## src/rtl/io_frc_mc.sv

```systemverilog
// Multi-channel free-run timer on the IO bus: per-channel prescaled counter,
// compare/match with one-shot or periodic mode, sticky pending flags and IRQs.

module io_frc_mc_ch #(
  parameter int CNT_W   = 40,
  parameter int PRESC_W = 8
) (
  input  logic        clk,
  input  logic        rst_n,
  input  logic        wr_en,
  input  logic [2:0]  wr_reg,
  input  logic [31:0] wdata,
  input  logic [2:0]  rd_reg,
  input  logic        rd_lat,
  output logic [31:0] rd_val,
  output logic        pend,
  output logic        ie
);
  localparam int HI_W = CNT_W - 32;

  logic [CNT_W-1:0]   cnt_q, cnt_d;
  logic [CNT_W-1:0]   cmp_q, cmp_d;
  logic [PRESC_W-1:0] presc_q, presc_d;
  logic [PRESC_W-1:0] pc_q, pc_d;
  logic [HI_W-1:0]    shadow_q, shadow_d;
  logic               run_q, run_d;
  logic               mode_q, mode_d;
  logic               ie_q, ie_d;
  logic               pend_q, pend_d;

  logic wr_vallo, wr_valhi, wr_cmplo, wr_cmphi, wr_cntrl, wr_stat, wr_presc;
  logic crst, val_wr, tick, match, match_eff;

  always_comb begin
    wr_vallo  = wr_en & (wr_reg == 3'd0);
    wr_valhi  = wr_en & (wr_reg == 3'd1);
    wr_cmplo  = wr_en & (wr_reg == 3'd2);
    wr_cmphi  = wr_en & (wr_reg == 3'd3);
    wr_cntrl  = wr_en & (wr_reg == 3'd4);
    wr_stat   = wr_en & (wr_reg == 3'd5);
    wr_presc  = wr_en & (wr_reg == 3'd6);
    crst      = wr_cntrl & wdata[1];
    val_wr    = wr_vallo | wr_valhi;
    tick      = run_q & (pc_q == presc_q);
    match     = tick & (cnt_q == cmp_q);
    // a match only acts when the counter is not being overridden by software
    match_eff = match & ~crst & ~val_wr;
  end

  always_comb begin
    cnt_d    = cnt_q;
    cmp_d    = cmp_q;
    presc_d  = presc_q;
    pc_d     = pc_q;
    shadow_d = shadow_q;
    run_d    = run_q;
    mode_d   = mode_q;
    ie_d     = ie_q;
    pend_d   = pend_q;

    if (!run_q || tick || crst || wr_presc) pc_d = '0;
    else                                     pc_d = pc_q + PRESC_W'(1);

    if (crst) begin
      cnt_d = '0;
    end else if (val_wr) begin
      if (wr_vallo) cnt_d[31:0]      = wdata;
      if (wr_valhi) cnt_d[CNT_W-1:32] = wdata[HI_W-1:0];
    end else if (match) begin
      if (mode_q) cnt_d = '0;
    end else if (tick) begin
      cnt_d = cnt_q + CNT_W'(1);
    end

    if (match_eff && !mode_q) run_d = 1'b0;
    if (wr_cntrl) begin
      run_d  = wdata[0];
      mode_d = wdata[3];
      ie_d   = wdata[4];
    end

    // set beats clear when both land in the same cycle
    if (wr_stat && wdata[0]) pend_d = 1'b0;
    if (match_eff)           pend_d = 1'b1;

    if (wr_cmplo) cmp_d[31:0]       = wdata;
    if (wr_cmphi) cmp_d[CNT_W-1:32] = wdata[HI_W-1:0];
    if (wr_presc) presc_d           = wdata[PRESC_W-1:0];
    if (rd_lat)   shadow_d          = cnt_q[CNT_W-1:32];
  end

  always_ff @(posedge clk or negedge rst_n) begin
    if (!rst_n) begin
      cnt_q    <= '0;
      cmp_q    <= '0;
      presc_q  <= '0;
      pc_q     <= '0;
      shadow_q <= '0;
      run_q    <= 1'b0;
      mode_q   <= 1'b0;
      ie_q     <= 1'b0;
      pend_q   <= 1'b0;
    end else begin
      cnt_q    <= cnt_d;
      cmp_q    <= cmp_d;
      presc_q  <= presc_d;
      pc_q     <= pc_d;
      shadow_q <= shadow_d;
      run_q    <= run_d;
      mode_q   <= mode_d;
      ie_q     <= ie_d;
      pend_q   <= pend_d;
    end
  end

  always_comb begin
    rd_val = '0;
    case (rd_reg)
      3'd0: rd_val = cnt_q[31:0];
      3'd1: rd_val = 32'(shadow_q);
      3'd2: rd_val = cmp_q[31:0];
      3'd3: rd_val = 32'(cmp_q[CNT_W-1:32]);
      3'd4: rd_val = {27'd0, ie_q, mode_q, 2'b00, run_q};
      3'd5: rd_val = {31'd0, pend_q};
      3'd6: rd_val = 32'(presc_q);
      default: rd_val = '0;
    endcase
  end

  assign pend = pend_q;
  assign ie   = ie_q;
endmodule

module io_frc_mc #(
  parameter int          NCH      = 2,
  parameter int          CNT_W    = 40,
  parameter int          PRESC_W  = 8,
  parameter logic [13:0] BASE_ADR = 14'h3E00
) (
  input  logic           clk,
  input  logic           rst_n,
  input  logic           dma_io_we,
  input  logic [15:2]    dma_io_wadr,
  input  logic [31:0]    dma_io_wdata,
  input  logic [15:2]    dma_io_radr,
  input  logic           dma_io_radr_en,
  input  logic [31:0]    dma_io_rdata_in,
  output logic [31:0]    dma_io_rdata,
  input  logic           csr_mtie,
  output logic [NCH-1:0] frc_irq_ch,
  output logic           frc_irq
);
  localparam logic [13:0] SPAN    = 14'(8 * NCH);
  localparam logic [13:0] GLB_ADR = BASE_ADR + 14'h3F;

  logic [13:0] wr_off, rd_off;
  logic        wr_in, rd_in, rd_glb, hit;
  logic [NCH-1:0]       wr_en, rd_lat, pend_vec, ie_vec;
  logic [NCH-1:0][31:0] rd_val;
  logic [31:0]          rd_sel;

  logic [31:0]    rdata_q, rdata_d;
  logic           hit_q, hit_d;
  logic [NCH-1:0] irq_ch_q, irq_ch_d;
  logic           irq_q, irq_d;

  always_comb begin
    wr_off = dma_io_wadr - BASE_ADR;
    rd_off = dma_io_radr - BASE_ADR;
    wr_in  = wr_off < SPAN;
    rd_in  = rd_off < SPAN;
    rd_glb = dma_io_radr == GLB_ADR;
    hit    = dma_io_radr_en & (rd_in | rd_glb);
    wr_en  = '0;
    rd_lat = '0;
    rd_sel = '0;
    for (int c = 0; c < NCH; c++) begin
      if (wr_off[13:3] == 11'(c)) wr_en[c] = dma_io_we & wr_in;
      if (rd_off[13:3] == 11'(c)) begin
        rd_lat[c] = dma_io_radr_en & rd_in & (rd_off[2:0] == 3'd0);
        rd_sel    = rd_val[c];
      end
    end
  end

  for (genvar c = 0; c < NCH; c++) begin : g_ch
    io_frc_mc_ch #(.CNT_W(CNT_W), .PRESC_W(PRESC_W)) u_ch (
      .clk    (clk),
      .rst_n  (rst_n),
      .wr_en  (wr_en[c]),
      .wr_reg (wr_off[2:0]),
      .wdata  (dma_io_wdata),
      .rd_reg (rd_off[2:0]),
      .rd_lat (rd_lat[c]),
      .rd_val (rd_val[c]),
      .pend   (pend_vec[c]),
      .ie     (ie_vec[c])
    );
  end

  always_comb begin
    hit_d    = hit;
    rdata_d  = rdata_q;
    if (hit) rdata_d = rd_glb ? 32'(pend_vec) : rd_sel;
    irq_ch_d = pend_vec & ie_vec;
    irq_d    = (|(pend_vec & ie_vec)) & csr_mtie;
  end

  always_ff @(posedge clk or negedge rst_n) begin
    if (!rst_n) begin
      rdata_q  <= '0;
      hit_q    <= 1'b0;
      irq_ch_q <= '0;
      irq_q    <= 1'b0;
    end else begin
      rdata_q  <= rdata_d;
      hit_q    <= hit_d;
      irq_ch_q <= irq_ch_d;
      irq_q    <= irq_d;
    end
  end

  // misses fall straight through to the downstream slave's data
  assign dma_io_rdata = hit_q ? rdata_q : dma_io_rdata_in;
  assign frc_irq_ch   = irq_ch_q;
  assign frc_irq      = irq_q;
endmodule

```

## config.mk

```make
export PLATFORM = sky130hd
export DESIGN_NAME = io_frc_mc
export DESIGN_NICKNAME = d
export VERILOG_FILES = /design/src/rtl/io_frc_mc.sv
export SDC_FILE = /design/constraint.sdc
export NUM_CORES = 1
export LEC_CHECK = 0
export BUFFER_PORTS_ARGS = -buffer_cell sky130_fd_sc_hd__buf_2
export CORE_ASPECT_RATIO = 1.4
export CORE_MARGIN = 2
export CORE_UTILIZATION = 50
export CTS_BUF_LIST = sky130_fd_sc_hd__clkbuf_16
export DETAILED_ROUTE_END_ITERATION = 16
export PLACE_DENSITY = 0.79
export RECOVER_POWER = 50
export REMOVE_ABC_BUFFERS = 1
export SLEW_MARGIN = 20
export SYNTH_ARGS = -nofsm -noshare
export SYNTH_HDL_FRONTEND = slang
export SYNTH_HIERARCHICAL = 1
export SYNTH_SLANG_ARGS = --single-unit
export TNS_END_PERCENT = 5
```

## constraint.sdc

```tcl
create_clock -name clk -period 4 [get_ports clk]
set_input_delay 0.8 -clock clk [delete_from_list [all_inputs] [get_ports clk]]
set_output_delay 0.8 -clock clk [all_outputs]
set_load 0.02 [all_outputs]
```

# Word-level counts from Yosys, hierarchy flattened
# Cells that the tools add are included.
# Widths: inputs -> output; s select.
[op_classes]
add_sub_neg = 6
n_lt_le_gt_ge = 2
n_eq_ne = 25
n_mux = 34
bitwise = 37
n_reduce_logical = 29
[ops]
columns = ["op", "n"]
rows = [
  ["$pmux 32 s7", 2],
  ["$mux 40", 10],
  ["$mux 32", 6],
  ["$add 40x1->40 const B", 2],
  ["$eq 40x40->1", 2],
  ["$mux 8", 4],
  ["$and 1x1->1", 29],
  ["$lt 14x5->1 const B", 2],
  ["$sub 14x14->14 const B", 2],
  ["$eq 11x1->1 const B", 2],
  ["$logic_not 11->1", 2],
  ["$eq 3x3->1 const B", 6],
  ["$add 8x1->8 const B", 2],
  ["$eq 8x8->1", 2],
  ["$eq 14x14->1 const B", 1],
  ["$eq 3x2->1 const B", 4],
  ["$mux 1", 12],
  ["$ne 3x1->1 const B", 4],
  ["$reduce_and 3->1", 4],
  ["$ne 4x1->1 const B", 2],
  ["$reduce_bool 2->1", 4],
  ["$reduce_bool 4->1", 2],
  ["$eq 3x1->1 const B", 2],
  ["$logic_not 3->1", 2],
  ["7 further kinds", 23],
]
[totals]
regBits = 252
input_bits = 97
out_inout_bits = 35
wordCells = 159

# Depth between registers and ports, before layout
# Gate-level depths: netlist (run 1).
[logic_depth]
word_depth = 12
ltp_mapped = 14
ltp_nobuf = 12

# Hierarchy
# The synthesis (run 1) kept the hierarchy.
[modules_own_cells]
columns = ["module", "n_inst", "cells_each", "area_each_um2"]
rows = [
  ["io_frc_mc_ch at g_ch[1].u_ch", 1, 696, 6663.9],
  ["io_frc_mc_ch at g_ch[0].u_ch", 1, 646, 6653.9],
  ["io_frc_mc", 1, 195, 2474.9],
]

# Least setup slack after synthesis (run 1)
# Ideal clock, no wire load.
[synth_path]
path_kind = "input to register"
startpoint = "input port dma_io_wadr[11] in the netlist's numbering"
endpoint = "register g_ch[1].u_ch.cnt_q[8]"
setup_time_ns = 0.135
arrival_time_ns = 3.607
required_time_ns = 3.865
setup_slack_ns = 0.259
stages = 14
cell_sequence = "ha_1 nor4b_1 nand4_1 o21bai_1 nor2_1 nor4bb_1 and2_1 nor2_1 a21oi_1 a21bo_2 buf_2 buf_2 a21oi_1 o22ai_1"
[synth_between]
elab_chain_len = 8
elab_cells_between_ends = 16
cone_classes = "1 x add/sub; 1 x order compare; 3 x eq/ne; 3 x mux; 6 x bitwise; 2 x reduce/logical"
[synth_rtl]
columns = ["item", "line", "text"]
rows = [
  ["from (decl)", "143", "input logic [15:2] dma_io_wadr,"],
  ["$sub 14x14->14 *", "168", "wr_off = dma_io_wadr - BASE_ADR;"],
  ["$lt 14x5->1", "170", "wr_in = wr_off < SPAN;"],
  ["$and 1x1->1", "178", "if (wr_off[13:3] == 11'(c)) wr_en[c] = dma_io_we & wr_in;"],
  ["$mux 1 *", "178", ""],
  ["named net wr_en[1]", "158", "logic [NCH-1:0] wr_en, rd_lat, pend_vec, ie_vec;"],
  ["$and 1x1->1 (on tied branches)", "35, 36, 39", ""],
  ["$or 1x1->1 or $and 1x1->1 (tied branches)", "43, 42", ""],
  ["$ne 4x1->1 (no line), or another cell as far along", "n/a", ""],
  ["$reduce_and 3->1 (no line) or $mux 40 (tied branches)", "n/a", ""],
  ["to (signal assigned)", "104", "cnt_q <= cnt_d;"],
  ["to (decl)", "21", "logic [CNT_W-1:0] cnt_q, cnt_d;"],
]
# The timed path passes the listed nets; every way through them passes the cells marked *.
# A chain may end at the register's enable or synchronous reset.

# Final worst setup path (run 1)
[layout_path]
startpoint = "input port dma_io_wadr[11] in the netlist's numbering"
endpoint = "register g_ch[1].u_ch.cnt_q[4]"
# The elaborated chain is that of the path after synthesis.

==> results.ini, run 1 <==
[power_and_ir_drop]
p_total_mw = 5.14
ir_worst_vdd_mv = 0.276
leakage_nw = 7.67
power_density_nw_per_um2 = 293

[placed_design]
hpwl_um = 35200
gp_congestion = 0.935
post-place-ws_ns = 0.0219
io_buffers = 131
dpl-instance-area_um2 = 16800

[critical_path]
crit_chain = clkbuf_1, ha_1, nor4b_1, nand4_1, o21bai_1, nor2_1, nor4bb_1, and2_1, nor2_1, a21oi_1, a21bo_2, buf_4, a21oi_1, o22ai_1
cpMaxStageDelayCell = nor4bb_1
path_max_fanout = 26
critPathCaptureType = flip-flop
worstPathArrival_ns = 3.91
rr_worst_depth = 7
cp_slowest_stage_delay_ns = 0.48
start_kind = input pin
critical_path_class = in2reg
critical_path_required_ns = 4.42

[synthesis]
post_synth_num_cell_types = 82
syn_area_um2 = 15800
seq_area_frac_synth = 0.399
synthXorXnorAreaFrac = 0.0658
synth_fa_ha_area_frac = 0.00634
synth-seq-cells = 252
synth_edf_count = 0
synth_top_family_by_area = compound AO/OA/AOI/OAI gates
synth_flop_cell = dfrtp_1
postSynthAreaPerCell_um2 = 10.3
synth_mux_area_frac = 0.151
synth_compound_area_frac = 0.175
ys.warnings.count = 6
netlist_instances = 1537
synthArstFlopShare = 1.00
yosys.area_share.simple = 0.154

[run_status]
status = finished, violations left
violations = capacitance limit, slew limit

[timing]
hold_violations = 0
setup_violations = 0
worstMarginPinSlew_ns = 2.80
slew_violations = 134
grt_setup_unrepaired = false
maxSlewHeadroom = -0.870
fmax_mhz = 286
clock_skew_ns = 0.00773
whs_ns = 0.478
fin_crit_sh = 0.873
fin_ws_ns = 0.509
fin_crit_ns = 3.49

[drt]
avgViaCountPerCell = 6.65
routedWlPerCell_um = 24.1
drc = 0
initialDrtViolationCount = 1357
vias = 13500
postRouteAntennaNets = 0
first_pass_iters = 5
finalWirelength_um = 49000

[cells_and_area]
antenna_cells = 0
final_core_util = 0.560
final_area_um2 = 17500
drive_gt1_frac = 0.259
area_delta_synth_final_pct = 11.0
final_nets = 1726

[floorplan]
pin_count = 132
rows = 77
die_area_um2 = 33000
die_h_um = 214
initial_utilization = 0.504
core_area_um2 = 31300
fp.dieW_um = 154

[global_routing]
overflow = 0
antenna_found_initial = 0
grt_max_degree = 102
grt_pass1_wl_um = 75400
gr-usage-all-layers = 0.291
grt_pass1_vias = 13300

[cts]
clock-sinks = 252
tritoncts = built
clockBufferDepth = 3
numCtsBuffers = 25
clk_latency_ns = 0.54
path_clk_slew_ns = 0.07
cts_resized = 0
htree_levels = 1
root_buffer = clkbuf_16
hold_buffers = 0
post_cts_buffers = 0

[hold_path]
min_path_cells = 2
worstHoldPathType = in2reg

[job]
cap_violations = 2

==> cell usage in the layout (no fill, tap or decap), drive strengths merged, types with 9 or more instances in the layout <==
master and instances:
mux4 13, nor2 62, mux2i 38, nor4b 9, nor4 37, and4b 9, o31ai 11, inv 62
xnor2 64, a21oi 73, mux2 152, and3 28, xor2 53, nand4 49, nand2 84, buf 167
o22ai 36, o2bb2ai 45, clkinv 9, a21o 12, and4 10, clkbuf 33, o21ai 54, a22o 65
nor3 25, dfrtp 252, a22oi 10, nand3 57
==> power by group <==
part | internal, mW | switching (mW) | total [mW]
clock network | 1.26 | 1.01 | 2.27
logic | 0.0975 | 0.220 | 0.318
registers | 2.55 | 0.00159 | 2.55
total | 3.90 | 1.24 | 5.14
==> worst max-delay path, delay by kind of cell <==
kind                     cells  cell delay [ns]
AO/OA/AOI/OAI                5             1.04
adder cells (fa/ha/maj)      1             0.32
AND/OR/NAND/NOR              6             1.38
buffers and inverters        2             0.36
==> cells in the mapped netlist, types with 5 or more instances <==
master	number	area, um^2
or3_1	6	37.5
nand4b_1	7	61.3
and4_1	10	87.6
o211ai_1	7	52.6
and3_1	28	175
nor4_1	31	194
buf_2	22	110
and4b_1	9	90.1
xnor2_1	62	543
nor4b_1	9	78.8
o22ai_1	36	225
o2bb2ai_1	15	131
o31ai_1	11	82.6
clkbuf_1	68	255
a21oi_1	73	365
buf_6	7	78.8
buf_4	9	67.6
o31a_1	5	43.8
or4_1	7	52.6
nand4_1	48	300
o221ai_1	5	43.8
a22o_1	65	569
mux4_2	13	293
ha_1	8	100
nand2_1	82	308
and2_1	8	50.1
a31oi_1	7	43.8
o41ai_1	6	52.6
a22oi_1	9	67.6
inv_1	56	210
o2bb2ai_2	30	450
buf_1	11	41.3
xor2_1	53	464
nand3_1	56	280
nor2_1	59	221
a21o_1	12	90.1
dfrtp_1	252	6310
mux2i_1	38	380
nor3_1	22	110
mux2_2	143	1610
o21ai_0	51	255
mux2_1	9	101
==> stage by stage <==
stage,cells,setup TNS [ns]
2_1_floorplan,1419,-310.63
3_3_place_gp,1989,0
3_5_place_dp,1989,0
4_1_cts,2032,0
5_1_grt,2032,0
6_report,2032,0
==> state kept, by name, summed over array words and instances, names as in the netlist <==
name,count
g_ch.u_ch/run_q,2
g_ch.u_ch/presc_q,16
hit_q,1
g_ch.u_ch/cnt_q,80
g_ch.u_ch/shadow_q,16
g_ch.u_ch/pend,2
g_ch.u_ch/pc_q,16
g_ch.u_ch/cmp_q,80
frc_irq_ch,2
g_ch.u_ch/ie,2
rdata_q,32
g_ch.u_ch/mode_q,2
frc_irq,1
==> cell families after synthesis <==
kind of cell    count (synthesis)
compound gates                361
xor+xnor                      117
fa+ha+maj                       8
buf+inv                       175
flops                         252
mux                           203
simple gates                  421
==> area by class of cell <==
type	instances	area, um^2
fillers	2635	13800
multi-input cells	1110	8750
flip-flops and latches	252	6310
repair buffers	175	1000
clock buffers	25	626
well taps	395	494
inverters	57	214
clock inverters	18	133
==> path summary, 6_finish.rpt <==
path	end	slack, ns	start
max reg2reg	g_ch[1].u_ch/cnt_q[32]	0.65	g_ch[1].u_ch/cnt_q[32]
min reg2reg	rdata_q[15]	0.50	rdata_q[15]
min	frc_irq	0.48	csr_mtie
min in group asynchronous	g_ch[1].u_ch/cnt_q[16]	1.13	rst_n
max in group asynchronous	g_ch[0].u_ch/shadow_q[1]	1.02	rst_n
max	g_ch[1].u_ch/cnt_q[4]	0.51	dma_io_wadr[11]
==> per-layer routing <==
layer  vias up  part of all wire  GRT usage
li1       5933                 -          -
met1      6743              0.37      0.361
met2       671              0.49      0.493
met3       174             0.072     0.0299
met4         0             0.064      0.166
met5         -                 0          0
No activity file was read; power rests on OpenSTA's default activity.
==> run 2, diff against run 1 <==
- CORE_ASPECT_RATIO: 1.4 -> not set
- CORE_MARGIN: 2 -> 4
==> run 2 against run 1 <==
Effect of this change:
- the flow still finishes with violations (capacitance limit, slew limit)
- first-iteration DRC count is 19% higher
- cell count grew 0.54%
- worst hold slack got worse by 0.038 ns
- register-to-register slack gained 0.14 ns
- sequential share of layout area decreased by 0.34 points
- routed wire length fell by 0.39%
- sequential power about the same
- clock power grew 15%
- largest power group is now clock
==> results.ini, run 2 (synthesized netlist as in run 1, its figures left out) <==
[timing]
setup_violations = 0  ; unchanged
fmax_mhz = 291  ; +1.7%
whs_ns = 0.440  ; -0.0379 ns
clock_skew_ns = 0.0233  ; +0.0156 ns
worstMarginPinSlew_ns = 2.40  ; -0.401 ns
slew_violations = 124  ; -7.5%
setup_tns_ns = 0  ; unchanged
fin_crit_ns = 3.43  ; -0.0589 ns
fin_crit_sh = 0.858  ; -0.0147
grt_setup_unrepaired = false
maxSlewHeadroom = -0.602  ; +0.268
hold_violations = 0  ; unchanged
fin_ws_ns = 0.568  ; +0.0589 ns

[critical_path]
rr_endpoint = g_ch[1].u_ch/cnt_q[36]
crit_chain = clkbuf_1, nand4_1, nor3_1, o31ai_4, buf_2, inv_2, o221ai_1
critPathBufInv = 3  ; +1
start_kind = input pin
cpMaxStageDelayCell = clkbuf_1
path_max_fanout = 33  ; +27%
r2r-start = g_ch[1].u_ch/cnt_q[32]
worstPathArrival_ns = 3.86  ; -0.05 ns
cp_top_family = buffers and inverters
critical_path_class = in2reg
rr_worst_depth = 8  ; +1
critical_path_required_ns = 4.43  ; about the same
r2r_slack_ns = 0.79  ; +0.14 ns
cp_slowest_stage_delay_ns = 1.48  ; +1.00 ns
critPathCaptureType = flip-flop

[cells_and_area]
reg.largest.list = g_ch.u_ch/cmp_q x80, g_ch.u_ch/cnt_q x80, rdata_q x32
area_delta_synth_final_pct = 12.0
layout.cells.non_filler = 2043  ; +0.54%
mostFrequentLayoutCells = 252 x dfrtp_1, 143 x mux2_2, 127 x buf_2
layout_commonest_cell = dfrtp_1
drive_gt1_frac = 0.262  ; +0.00284
final_nets = 1730  ; +0.23%
fillCellCount = 2592  ; -1.6%

[run_status]
violations = capacitance limit, slew limit
status = finished, violations left

[drt]
drc = 0  ; unchanged
first_pass_iters = 6  ; +1
finalWirelength_um = 48800  ; -0.39%
initialDrtViolationCount = 1619  ; +19%
vias = 13600  ; +0.57%
postRouteAntennaNets = 0  ; unchanged
routedWlPerCell_um = 23.9  ; -0.93%
avgViaCountPerCell = 6.66  ; about the same

[placed_design]
gp_congestion = 0.970  ; +3.7%
io_buffers = 131  ; unchanged
post-place-ws_ns = 0.181  ; +0.159 ns
dp.cells = 1991  ; +0.10%
hpwl_um = 34700  ; -1.4%

[hold_path]
hp-start = csr_mtie
hold_end = frc_irq
min_path_cells = 2  ; unchanged
worstHoldPathType = in2reg

[cts]
tritoncts = built
clockBufferDepth = 3  ; unchanged
post_cts_buffers = 0  ; unchanged
clk_latency_ns = 0.57  ; +0.03 ns
cts_resized = 0  ; unchanged
htree_levels = 1  ; unchanged
numCtsBuffers = 28  ; +12%
path_clk_slew_ns = 0.06  ; about the same
clock-sinks = 252  ; unchanged
hold_buffers = 0  ; unchanged
root_buffer = clkbuf_16

[global_routing]
grt_max_degree = 91  ; -11%
antenna_found_initial = 1  ; +1
gr-usage-all-layers = 0.276  ; -0.0143
grt_pass1_wl_um = 75200  ; -0.31%
grt_pass1_vias = 13100  ; -1.7%
overflow = 0  ; unchanged

[power_and_ir_drop]
power_density_nw_per_um2 = 310  ; +5.8%
ir_worst_vdd_mv = 0.305  ; +11%
leakage_nw = 7.74  ; +0.92%

[floorplan]
core_area_um2 = 30900  ; -1.3%
pin_count = 132  ; unchanged
die_h_um = 186  ; -13%
initial_utilization = 0.511  ; +0.00655
die_area_um2 = 34500  ; +4.4%
fp.dieW_um = 186  ; +20%
rows = 64  ; -17%

[job]
cap_violations = 2  ; unchanged

run 2: worst max path at each step:
stage                          from                     end  slack [ns]  cells after the start
global route                  rst_n   g_ch[1].u_ch/cnt_q[9]        0.28                      2
CTS                 dma_io_wadr[11]  g_ch[0].u_ch/cnt_q[27]        0.74                     14
global placement    dma_io_wadr[11]  g_ch[1].u_ch/cnt_q[19]        0.29                     15
floorplan           dma_io_wadr[11]   g_ch[1].u_ch/cnt_q[0]       -3.19                      9
detailed placement  dma_io_wadr[11]  g_ch[0].u_ch/cnt_q[27]        0.18                     14
finish               dma_io_radr[2]              rdata_q[0]        0.57                      7
run 2: through the flow:
| stage | cell area [um^2] | total power, mW | utilization |
|---|---|---|---|
| final | 17700 | 5.49 | 0.572 |
| after global routing | 17700 | 5.66 | 0.572 |
| after CTS | 17800 | 5.52 | 0.575 |
| after detailed placement | 16800 | 2.92 | 0.545 |
| after global placement | 16800 | 2.91 | 0.545 |
| after floorplan | 15200 | 2.69 | - |
run 2: power breakdown:
part | internal (mW) | total, mW | switching [mW]
logic | 0.0956 | 0.321 | 0.225
clock network | 1.53 | 2.62 | 1.09
registers | 2.55 | 2.55 | 0.00154
run 2: layer usage:
metal  GRT usage  up-vias  wire, um
li1            -     5946         -
met1       0.378     6760     18900
met2       0.441      736     23000
met3      0.0442      156      4590
met4       0.113        0      2280
met5           0        -         0
run 2: area by class of cell:
type                    count  area, um^2  area share
repair buffers            176        1000      0.0567
inverters                  57         214      0.0121
diodes                      1        2.50    0.000141
clock buffers              28         701      0.0396
clock inverters            23         220      0.0124
well taps                 396         495      0.0280
flip-flops and latches    252        6310       0.356
multi-input cells        1110        8750       0.495
run 2: worst reg2reg max path: cells and delay by family, from the launching register on:
kind,cells,cell delay [ns]
flops,1,0.36
xor+xnor,1,0.33
simple gates,4,1.51
compound gates,2,0.71
buf+inv,1,0.16
